`src/rtl/snow64_seq_divider_pkg.sv`:
```
// Shared definitions for the Snow64 sequential divider: state encoding,
// legal operand widths and the most-negative-value helper.
package snow64_seq_divider_pkg;

   // Legal operand/result widths for the divider.
   localparam int WIDTH_8  = 8;
   localparam int WIDTH_16 = 16;
   localparam int WIDTH_32 = 32;
   localparam int WIDTH_64 = 64;

   // Divider control states.
   typedef enum logic [2:0] {
      ST_IDLE    = 3'd0,
      ST_RUN     = 3'd1,
      ST_FIXUP   = 3'd2,
      ST_SPECIAL = 3'd3,
      ST_DONE    = 3'd4
   } div_state_t;

   // Two's-complement most-negative value for a given width, returned in
   // the low bits of a 64-bit word; callers slice to their own width.
   function automatic logic [63:0] min_value(input int width);
      min_value = 64'd1 << (width - 1);
   endfunction

endpackage

```
`src/rtl/snow64_seq_divider_div_step.sv`:
```
// One restoring-division iteration: shift {rem, quo} left, trial-subtract
// the divisor from the widened remainder, and keep or restore.
module snow64_div_step
   import snow64_seq_divider_pkg::*;
#(
   parameter int WIDTH = 64
) (
   input  logic [WIDTH:0]   rem,
   input  logic [WIDTH-1:0] quo,
   input  logic [WIDTH-1:0] divisor,
   output logic [WIDTH:0]   rem_next,
   output logic [WIDTH-1:0] quo_next
);

   // The remainder entering a step is always below the divisor, so its top
   // bit is zero and the shifted value still fits WIDTH+1 bits.
   logic             unused_rem_msb;
   logic [WIDTH:0]   shifted_rem;
   logic [WIDTH:0]   trial;
   logic             trial_ok;

   assign unused_rem_msb = rem[WIDTH];
   assign shifted_rem    = {rem[WIDTH-1:0], quo[WIDTH-1]};
   assign trial          = shifted_rem - {1'b0, divisor};
   // A clear sign bit means the divisor fit into the shifted remainder.
   assign trial_ok       = ~trial[WIDTH];
   assign rem_next       = trial_ok ? trial : shifted_rem;
   assign quo_next       = {quo[WIDTH-2:0], trial_ok};

endmodule

```
`src/rtl/snow64_seq_divider.sv`:
```
// Multi-cycle radix-2 restoring divider with valid/ready on both sides.
// Signed operands are divided as magnitudes and sign-corrected at the end;
// divide-by-zero and MIN / -1 bypass the iteration entirely.
module snow64_seq_divider
   import snow64_seq_divider_pkg::*;
#(
   parameter int WIDTH__DATA_INOUT = 64
) (
   input  logic                         clk,
   input  logic                         rst_n,
   input  logic                         in_valid,
   output logic                         out_ready,
   input  logic                         in_signed,
   input  logic [WIDTH__DATA_INOUT-1:0] in_dividend,
   input  logic [WIDTH__DATA_INOUT-1:0] in_divisor,
   output logic                         out_valid,
   input  logic                         in_result_ready,
   output logic [WIDTH__DATA_INOUT-1:0] out_quotient,
   output logic [WIDTH__DATA_INOUT-1:0] out_remainder,
   output logic                         out_busy
);

   localparam int W  = WIDTH__DATA_INOUT;
   localparam int CW = $clog2(W) + 1;

   localparam logic [63:0]   MIN_FULL   = min_value(W);
   localparam logic [W-1:0]  MIN_VAL    = MIN_FULL[W-1:0];
   localparam logic [W-1:0]  ALL_ONES   = '1;
   localparam logic [CW-1:0] COUNT_INIT = CW'(W);
   localparam logic [CW-1:0] COUNT_ONE  = CW'(1);

   div_state_t      state_reg;
   logic [CW-1:0]   count_reg;
   logic [W:0]      rem_reg;
   logic [W-1:0]    quo_reg;
   logic [W-1:0]    divisor_reg;
   logic            sign_q_reg;
   logic            sign_r_reg;
   logic            div_zero_reg;

   logic            dividend_neg;
   logic            divisor_neg;
   logic [W-1:0]    dividend_mag;
   logic [W-1:0]    divisor_mag;
   logic            divisor_zero;
   logic            is_special;
   logic [W:0]      rem_next;
   logic [W-1:0]    quo_next;

   // Operand decode at the accept point; the magnitude of MIN is MIN itself,
   // which is exactly the unsigned magnitude wanted.
   assign dividend_neg = in_signed & in_dividend[W-1];
   assign divisor_neg  = in_signed & in_divisor[W-1];
   assign dividend_mag = dividend_neg ? (~in_dividend + 1'b1) : in_dividend;
   assign divisor_mag  = divisor_neg  ? (~in_divisor + 1'b1)  : in_divisor;
   assign divisor_zero = (in_divisor == '0);
   assign is_special   = divisor_zero |
                         (in_signed & (in_dividend == MIN_VAL) & (in_divisor == ALL_ONES));

   snow64_div_step #(
      .WIDTH (W)
   ) u_div_step (
      .rem      (rem_reg),
      .quo      (quo_reg),
      .divisor  (divisor_reg),
      .rem_next (rem_next),
      .quo_next (quo_next)
   );

   // Control FSM, iteration datapath and registered handshake/result outputs.
   always_ff @(posedge clk or negedge rst_n) begin
      if (!rst_n) begin
         state_reg     <= ST_IDLE;
         count_reg     <= '0;
         rem_reg       <= '0;
         quo_reg       <= '0;
         divisor_reg   <= '0;
         sign_q_reg    <= 1'b0;
         sign_r_reg    <= 1'b0;
         div_zero_reg  <= 1'b0;
         out_valid     <= 1'b0;
         out_quotient  <= '0;
         out_remainder <= '0;
         out_busy      <= 1'b0;
         out_ready     <= 1'b1;
      end else begin
         case (state_reg)
            ST_IDLE: begin
               if (in_valid && out_ready) begin
                  sign_q_reg   <= dividend_neg ^ divisor_neg;
                  sign_r_reg   <= dividend_neg;
                  div_zero_reg <= divisor_zero;
                  rem_reg      <= '0;
                  out_ready    <= 1'b0;
                  out_busy     <= 1'b1;
                  if (is_special) begin
                     // Raw dividend is parked in quo_reg: it becomes the
                     // remainder for divide-by-zero.
                     quo_reg   <= in_dividend;
                     state_reg <= ST_SPECIAL;
                  end else begin
                     quo_reg     <= dividend_mag;
                     divisor_reg <= divisor_mag;
                     count_reg   <= COUNT_INIT;
                     state_reg   <= ST_RUN;
                  end
               end
            end

            ST_RUN: begin
               rem_reg   <= rem_next;
               quo_reg   <= quo_next;
               count_reg <= count_reg - COUNT_ONE;
               if (count_reg == COUNT_ONE) begin
                  state_reg <= ST_FIXUP;
               end
            end

            ST_FIXUP: begin
               out_quotient  <= sign_q_reg ? (~quo_reg + 1'b1) : quo_reg;
               out_remainder <= sign_r_reg ? (~rem_reg[W-1:0] + 1'b1) : rem_reg[W-1:0];
               out_valid     <= 1'b1;
               state_reg     <= ST_DONE;
            end

            ST_SPECIAL: begin
               out_quotient  <= div_zero_reg ? ALL_ONES : MIN_VAL;
               out_remainder <= div_zero_reg ? quo_reg : '0;
               out_valid     <= 1'b1;
               state_reg     <= ST_DONE;
            end

            ST_DONE: begin
               if (in_result_ready) begin
                  out_valid <= 1'b0;
                  out_busy  <= 1'b0;
                  out_ready <= 1'b1;
                  state_reg <= ST_IDLE;
               end
            end

            default: begin
               state_reg <= ST_IDLE;
               out_valid <= 1'b0;
               out_busy  <= 1'b0;
               out_ready <= 1'b1;
            end
         endcase
      end
   end

endmodule

```
`config.mk`:
```
export PLATFORM = sky130hd
export DESIGN_NAME = snow64_seq_divider
export DESIGN_NICKNAME = d
export VERILOG_FILES = /design/src/rtl/snow64_seq_divider_pkg.sv /design/src/rtl/snow64_seq_divider_div_step.sv /design/src/rtl/snow64_seq_divider.sv
export SDC_FILE = /design/constraint.sdc
export NUM_CORES = 1
export LEC_CHECK = 0
export CAP_MARGIN = 20
export CORE_MARGIN = 5
export CORE_UTILIZATION = 62
export CTS_CLUSTER_SIZE = 20
export DETAILED_ROUTE_END_ITERATION = 10
export PLACE_DENSITY = 0.87
export SETUP_SLACK_MARGIN = 0.2
export SLEW_MARGIN = 40
export SYNTH_ARGS = -nofsm -noshare
export SYNTH_HDL_FRONTEND = slang
export SYNTH_SLANG_ARGS = --single-unit
```
`constraint.sdc`:
```
create_clock -name clk -period 6.4 [get_ports clk]
set_input_delay 1.28 -clock clk [delete_from_list [all_inputs] [get_ports clk]]
set_output_delay 1.28 -clock clk [all_outputs]
set_load 0.01 [all_outputs]
```
After elaboration in Yosys (flattened, before gate mapping)
Cells that the tools add are included.
{"block": "word_totals", "register_bits": 336, "inputBits": 133, "elab_cells": 88}
{"block": "op_classes", "addsub": 6, "n_eq_ne": 11, "mux": 29, "bitwise": 14, "reduce_logical": 15}
{"op": "$mux W64", "n": 9}
{"op": "$pmux W64 S2", "n": 4}
{"op": "$add A64 B1 Y64 const B", "n": 4}
{"op": "$not A64 Y64", "n": 4}
{"op": "$eq A64 B64 Y1 const B", "n": 2}
{"op": "$sub A65 B64 Y65", "n": 1}
{"op": "$logic_not A64 Y1", "n": 1}
{"op": "$mux W63", "n": 1}
{"op": "$mux W7", "n": 2}
{"op": "$pmux W7 S2", "n": 1}
{"op": "$pmux W3 S4", "n": 1}
{"op": "$reduce_and A3 Y1", "n": 4}
{"op": "$mux W3", "n": 3}
{"op": "$pmux W1 S3", "n": 3}
{"op": "$ne A2 B2 Y1 const B", "n": 4}
{"op": "$eq A7 B1 Y1 const B", "n": 1}
{"op": "$sub A7 B1 Y7 const B", "n": 1}
{"op": "$eq A3 B2 Y1 const B", "n": 2}
{"op": "$reduce_and A2 Y1", "n": 3}
{"op": "$and A1 B1 Y1", "n": 4}
{"op": "$mux W1", "n": 4}
{"op": "$not A1 Y1", "n": 4}
{"op": "$reduce_bool A2 Y1", "n": 2}
{"op": "$reduce_or A2 Y1", "n": 2}
{"op": "other kinds (8)", "n": 8}

Longest topological paths before layout
Gate-level depths: netlist of the first run.
{"block": "depth", "ltp_word": 7, "ltp_mapped": 16, "mapped_depth_nobuf": 14}

By module
Synthesis of the first run repeated with hierarchy kept, for this count alone.
{"block": "unflattened", "cells_unflattened": 3144, "area_unflattened_um2": 24833.8}
{"module": "snow64_seq_divider", "instances": 1, "cells_per_inst": 2349, "area_per_inst_um2": 19453.7, "seq_area_each_um2": 8434.3}
{"module": "snow64_div_step", "instances": 1, "cells_per_inst": 795, "area_per_inst_um2": 5380.2, "seq_area_each_um2": 0.0}

Worst setup path before layout of the first run
No wires, ideal clock.
{"block": "synth_path", "path_kind": "input to register", "startpoint": "input port in_divisor[10]", "endpoint": "register quo_reg[13]", "setup_time_ns": 0.131, "t_arrival_ns": 4.294, "t_required_ns": 6.269, "path_slack_ns": 1.975, "cell_stages": 12, "n_path_buf": 2, "path_cell_list": "or4_1 > nor4_2 > nand3_1 > or4_1 > or3_1 > nor2b_1 > and2_1 > buf_2 > clkbuf_1 > o41ai_1 > xor2_1 > o21ai_1"}
{"block": "synth_between", "elab_chain_cells": 6, "word_cells_on_any_way": 7, "cone_classes": "1 x eq/ne; 3 x mux; 2 x bitwise; 1 x reduce/logical"}
{"element": "from (decl)", "line_no": "snow64_seq_divider.sv:15", "text": "input logic [WIDTH__DATA_INOUT-1:0] in_divisor,"}
{"element": "$eq A64 B64 Y1", "line_no": "snow64_seq_divider.sv:58", "text": "(in_signed & (in_dividend == MIN_VAL) & (in_divisor == ALL_ONES));"}
{"element": "$and A1 B1 Y1", "line_no": "snow64_seq_divider.sv:58"}
{"element": "$or A1 B1 Y1 *", "line_no": "snow64_seq_divider.sv:57", "text": "assign is_special = divisor_zero |"}
{"element": "$mux W64 *", "line_no": "snow64_seq_divider.sv:96", "text": "if (is_special) begin"}
{"element": "$mux W64 *", "line_no": "snow64_seq_divider.sv:89", "text": "if (in_valid && out_ready) begin"}
{"element": "$pmux W64 S2 *", "line_no": "snow64_seq_divider.sv:87", "text": "case (state_reg)"}
{"element": "to (signal assigned)", "line_no": "snow64_seq_divider.sv:99", "text": "quo_reg <= in_dividend;"}
{"element": "to (signal assigned)", "line_no": "snow64_seq_divider.sv:102", "text": "quo_reg <= dividend_mag;"}
{"element": "to (signal assigned)", "line_no": "snow64_seq_divider.sv:112", "text": "quo_reg <= quo_next;"}
{"element": "to (decl)", "line_no": "snow64_seq_divider.sv:35", "text": "logic [W-1:0] quo_reg;"}
Mark *: on every way between the ends. The rest lies on a longest branch, timed or not. The select of a mux whose other input is x is not followed.
A chain may end at the register's enable or synchronous reset.

Worst setup path after layout of the first run
{"block": "layout_path", "startpoint": "input port in_dividend[10]", "endpoint": "register quo_reg[62]"}
{"block": "layout_between", "elab_chain_cells": 7, "word_cells_on_any_way": 10, "cone_classes": "1 x add/sub; 1 x eq/ne; 4 x mux; 4 x bitwise"}
{"element": "from (decl)", "line_no": "snow64_seq_divider.sv:14", "text": "input logic [WIDTH__DATA_INOUT-1:0] in_dividend,"}
{"element": "branches (longest 4 deep; another with $add A64 B1 Y64)"}
{"element": "$mux W64 *", "line_no": "snow64_seq_divider.sv:96"}
{"element": "$mux W64 *", "line_no": "snow64_seq_divider.sv:89"}
{"element": "$pmux W64 S2 *", "line_no": "snow64_seq_divider.sv:87"}
Mark *: on every way between the ends. The select of a mux whose other input is x is not followed.

==> results of run 1 <==
## worst paths after layout
check	start	to	slack, ns
max in group asynchronous	rst_n	divisor_reg[45]	4.89
worst min register to register	divisor_reg[55]	divisor_reg[55]	0.48
worst min-delay path	divisor_reg[55]	divisor_reg[55]	0.48
worst max-delay path	in_dividend[10]	quo_reg[62]	1.36
worst max register to register	quo_reg[63]	rem_reg[58]	1.68
min in group asynchronous	rst_n	quo_reg[11]	0.57
## per-stage QoR
step / worst slack (ns) / hold WS, ns
global placement: 0.7341 / 0.4620
detailed placement: 0.9064 / 0.4692
global route: 0.9670 / 0.4981
floorplan: 1.975 / 0.4498
finish: 1.358 / 0.4762
CTS: 1.458 / 0.4813
## layout make-up
type,instances,share of cell area
inverters,101,0.01382
well taps,511,0.02331
clock inverters,11,0.003194
clock buffers,52,0.03992
multi-input cells,2213,0.5055
repair buffers,291,0.1075
flip-flops and latches,336,0.3067
## where the power goes
part           switching [mW]  internal, mW  total (mW)
Sequential               1.25          3.10        4.35
Clock                   0.889          1.23        2.12
Combinational            5.03          3.75        8.78
## critical path, delay by kind of cell
kind | cells | cell delay, ns
simple gates | 8 | 2.81
compound gates | 2 | 0.72
buf+inv | 1 | 0.51
xor+xnor | 1 | 0.16
## layout by cell type, fill, tap and decap left out, types with 9 or more instances in the layout
cell | synthesis | final
nand2b_1 | 10 | 9
xor2_1 | 149 | 149
o21a_1 | 13 | 13
ha_1 | 71 | 71
nor2_1 | 184 | 184
xnor2_1 | 158 | 157
o21bai_1 | 13 | 13
nand2_1 | 305 | 301
o21ai_1 | 53 | 53
dfrtp_1 | 335 | 334
nor2b_1 | 18 | 18
mux2i_1 | 52 | 52
o31ai_1 | 69 | 69
nor4_1 | 27 | 27
or4_1 | 27 | 27
nand4_1 | 36 | 36
o41ai_1 | 25 | 25
clkdlybuf4s50_1 | 0 | 262
a21o_1 | 31 | 31
a31oi_1 | 38 | 38
inv_1 | 100 | 100
nor3_1 | 38 | 37
or3_1 | 41 | 41
buf_4 | 1 | 17
nand3_1 | 73 | 72
clkbuf_16 | 0 | 39
a21oi_1 | 172 | 172
or2_2 | 19 | 19
o21ai_0 | 368 | 368
and3_1 | 14 | 14
a22oi_1 | 104 | 104
## per-layer routing
layer | routed length (um) | vias to the layer above | GRT usage
met3 | 6670 | 164 | 0.05601
met4 | 2686 | 0 | 0.1223
li1 | - | 10470 | -
met1 | 30160 | 10670 | 0.4772
met2 | 33050 | 1095 | 0.5366
met5 | 0 | - | 0
## cells by family after synthesis
family | share of synthesized area
adders and majority gates | 0.03894
and+or+nand+nor | 0.1699
DFF | 0.3605
xor gates and xnor gates | 0.1153
muxes | 0.02280
buffers and inverters | 0.04796
AOI/OAI and AO/OA | 0.2446
## cells in the mapped netlist, types with 25 or more instances
library cell,n
inv_1,100
nand2_1,305
nor3_1,38
o21ai_1,53
a31oi_1,38
dfrtp_1,335
clkbuf_1,164
a22oi_1,104
nor2_1,184
o21ai_0,368
xor2_1,149
o41ai_1,25
a21oi_1,172
or4_1,27
mux2i_1,52
nor4_1,27
nand4_1,36
ha_1,71
xnor2_1,158
o31ai_1,69
or3_1,41
a21o_1,31
nand3_1,73
==> impl_metrics.tcl, run 1 <==
set metrics [dict create \
    vias_per_cell 6.374 \
    gp_congestion 0.9368 \
    fin_crit_sh 0.7879 \
    syn2layout_area_growth_pct 17.58 \
    diodes 0 \
    fmax_mhz 198.3 \
    drc_errors 0 \
    fin_util 0.7333 \
    maxCapViolations 0 \
    cts_tree "yes" \
    grt_max_degree 130 \
    dr_total_vias 22410 \
    cts_hold_buf 0 \
    track_usage 0.3396 \
    regArea_mm2 0.008411 \
    peakVddDrop_uv 318.0 \
    routed_wl_mm 72.56 \
    totalPowerFinal_mw 15.25 \
    post_cts_resized 0 \
    num-fill-cells 2860 \
    first_pass_iters 6 \
    outcome "complete, no violations" \
    finalClockSkew_ns 0.01145 \
    critPathKind "in -> reg" \
    syn_inst 2839 \
    hold_depth 2 \
    post_cts_buffers 0 \
    ys_seq_area_frac 0.3605 \
    reg2regPathDepth 14 \
    multi_input_area_mm2 0.01386 \
    yosysWarningCount 0 \
    hp-class "reg -> reg" \
    initial_core_util 0.6237 \
    wl_per_cell_um 20.64 \
    drtAntennaViolNets 0 \
    rows 71 \
    antenna_found_initial 0 \
    synth-edff-count 0 \
    clk_pin_slew_ns 0.06 \
    crit_required_ns 6.83 \
    pwr_density_cell_mw_per_mm2 556.2 \
    dominantRegCellSynth "dfrtp_1" \
    slew-limit-headroom 0.4405 \
    drtIter0Drc 2258 \
    async_reset_ff_frac 1.000 \
    core_region_area_mm2 0.03740 \
    drive_gt1_frac 0.04494 \
    numCtsBuffers 37 \
    timing.critical_path.cells "clkdlybuf4s50_1, or4_1, or3_1, nor3b_2, nand3_1, or3_1, nor4_1, nand2_1, o41ai_1, nand2_1, xnor2_1, o21ai_0" \
    first_global_vias 21400 \
    p_leak_nw 11.24 \
    dpl.cell_count 3450 \
    syn_area_mm2 0.02332 \
    finalSetupViolCount 0 \
    final_area_mm2 0.02743 \
    cts_sinks 336 \
    tns_ns 0 \
    grt_pass1_wl_mm 115.3 \
    placedInstanceArea_mm2 0.02619 \
    synth_area_per_cell_um2 8.216 \
    cpPeakStageDelay_ns 0.64 \
    layout.nets 3185 \
    final_cells 3515 \
    synth-seq-cells 336 \
    tightestPinTransition_ns 0.8393 \
    ys_top_cells_by_area "dfrtp_1 36%, o21ai_0 7.9%, xnor2_1 5.9%" \
    clock_path_buffers 3 \
    critPathCaptureType "flop" \
    die-area_mm2 0.04160 \
    synth_nets 3044 \
    pin_count 264 \
    hold_viol 0 \
    die_h_um 204.0 \
    synth.distinct_cells 78 \
    arrival_ns 5.47 \
    portBuffers 263 \
    dp_hpwl_mm 54.09 \
    final.min_clock_period_ns 5.042 \
    yosysTopAreaCell "dfrtp_1" \
    overflow 0 \
    path_max_fanout 6 \
    slowest_stage "o41ai_1" \
    htreeDepth 2 \
    rsz0062_at_grt "false" \
    cp-start-kind "input pin" \
    maxSlewViolCount 0 \
    chipWidth_um 204.0 \
    synth_top_area_share 0.3594 \
    insertion_delay_ns 0.56 \
    root_buffer "clkbuf_16" \
]
(Power assumes the default switching activity.)
==> run 2: changes to the inputs <==
- CORE_UTILIZATION: 62 -> 58
- PLACE_DENSITY: 0.87 -> 0.82
- clock period: 6.4 -> 5.3 ns (I/O delays scaled with it)
==> run 2 against run 1 <==
Power up 22%; routed wire length rose by 3.9%; clock skew rose by 0.014 ns; design area is 0.85% higher; global-route usage fell by 1.1 points; via count down 0.19%.
==> impl_metrics.tcl, run 2 (same netlist as run 1, synthesis figures left out) <==
set metrics [dict create \
    outcome "complete, no violations" \
    vias_per_cell 6.289 \
    peakVddDrop_uv 488.4 \
    drive_gt1_frac 0.05314 \
    pin_count 264 \
    track_usage 0.3290 \
    critPathKind "reg -> reg" \
    dr_total_vias 22360 \
    overflow 0 \
    holdWs_ns 0.4038 \
    drtIter0Drc 2330 \
    routed_wl_mm 75.43 \
    drc_errors 0 \
    numCtsBuffers 38 \
    portBuffers 263 \
    rr_startpoint "quo_reg[63]" \
    wl_per_cell_um 21.21 \
    final_common_cell "o21ai_0" \
    post_cts_resized 0 \
    insertion_delay_ns 0.57 \
    maxCapViolations 0 \
    path_max_fanout 38 \
    gp_congestion 0.9780 \
    syn2layout_area_growth_pct 18.58 \
    hold_viol 0 \
    hp-class "in -> async" \
    fmax_mhz 218.6 \
    p_leak_nw 11.34 \
    crit_required_ns 5.71 \
    totalPowerFinal_mw 18.68 \
    cts_hold_buf 0 \
    cts_tree "yes" \
    crit_path_end "rem_reg[18]" \
    slew-limit-headroom 0.4596 \
    final.min_clock_period_ns 4.574 \
    first_global_vias 21540 \
    cp-start-kind "flop" \
    rrSetupSlack_ns 0.73 \
    grt_pass1_wl_mm 118.9 \
    chipWidth_um 210.5 \
    pwr_density_cell_mw_per_mm2 675.4 \
    fin_crit_sh 0.8631 \
    cts_sinks 336 \
    initial_core_util 0.5871 \
    tightestPinTransition_ns 0.8002 \
    rsz0062_at_grt "false" \
    core_region_area_mm2 0.03973 \
    drtAntennaViolNets 0 \
    post_cts_buffers 0 \
    critPathCaptureType "flop" \
    antenna_found_initial 1 \
    dp_hpwl_mm 57.36 \
    root_buffer "clkbuf_16" \
    tns_ns 0 \
    maxSlewViolCount 0 \
    reg2regPathDepth 15 \
    finalClockSkew_ns 0.02552 \
    first_pass_iters 6 \
    layout.nets 3207 \
    rows 73 \
    r2r_end "rem_reg[18]" \
    die_h_um 210.5 \
    arrival_ns 4.99 \
    clock_path_buffers 3 \
    htreeDepth 2 \
    layout_common_cells "368 x o21ai_0, 334 x dfrtp_1, 301 x nand2_1, 262 x clkdlybuf4s50_1, 184 x nor2_1" \
    clk_pin_slew_ns 0.06 \
    finalSetupViolCount 0 \
    die-area_mm2 0.04433 \
    crit_start "quo_reg[63]" \
    grt_max_degree 106 \
]
run 2: changes by cell type in the layout (fill, tap and decap cells not counted), sizes merged:
cell	delta
clkinv	-2
bufinv	+2
clkbuf	-3
buf	+21
clkinvlp	+7
diode	+1
inv	+1
run 2: worst min-delay path by stage:
stage / startpoint / to / slack [ns] / cells past startpoint
floorplan: divisor_reg[49] / divisor_reg[49] / 0.45 / 2
CTS: rst_n / out_quotient[9] / 0.40 / 1
detailed placement: out_quotient[46] / out_quotient[46] / 0.47 / 2
global placement: divisor_reg[55] / divisor_reg[55] / 0.46 / 2
global route: rst_n / out_quotient[8] / 0.43 / 1
finish: rst_n / out_quotient[9] / 0.40 / 1
run 2: final cells by class:
class,instances,area [um2]
Inverter,101,379.1
Timing Repair Buffer,312,3104
Clock inverter,19,214.0
Multi-Input combinational cell,2213,13850
Antenna cell,1,2.502
Sequential cell,336,8411
Fill cell,3180,12070
Tap cell,525,656.9
Clock buffer,49,1044
run 2: metrics by stage:
| step | cell area (um2) | utilization | std cells | worst slack [ns] |
|---|---|---|---|---|
| global route | 27660 | 0.6961 | 3556 | 0.3928 |
| CTS | 27650 | 0.6960 | 3555 | 0.7553 |
| floorplan | 23320 | - | 2839 | 1.095 |
| detailed placement | 26400 | 0.6643 | 3487 | 0.2270 |
| global placement | 26340 | 0.6630 | 3485 | 0.3097 |
| finish | 27660 | 0.6961 | 3556 | 0.7255 |
run 2: routing by layer:
metal	vias to the layer above	GRT usage	part of all wire
li1	10510	-	-
met1	10630	0.4653	0.43
met2	1080	0.5208	0.45
met3	146	0.05343	0.089
met4	0	0.1084	0.033
met5	-	0	0
run 2: critical path, cell delays in order (launching register included):
cell and delay (ns):
dfrtp_1 0.48, inv_1 0.10, ha_1 0.24, fa_1 0.42, nor2b_1 0.19, o2111ai_1 0.17
a2111oi_0 0.70, o311a_1 0.33, o211a_1 0.27, o21a_1 0.16, a31oi_1 0.12, xnor2_2 0.36
buf_4 0.28, buf_12 0.26, mux2i_1 0.23, o21ai_0 0.10
run 2: power breakdown:
part / total [mW] / switching, mW / internal [mW]
Clock: 2.69 / 1.13 / 1.55
Combinational: 10.7 / 6.13 / 4.57
Sequential: 5.29 / 1.54 / 3.75
Total: 18.7 / 8.81 / 9.88
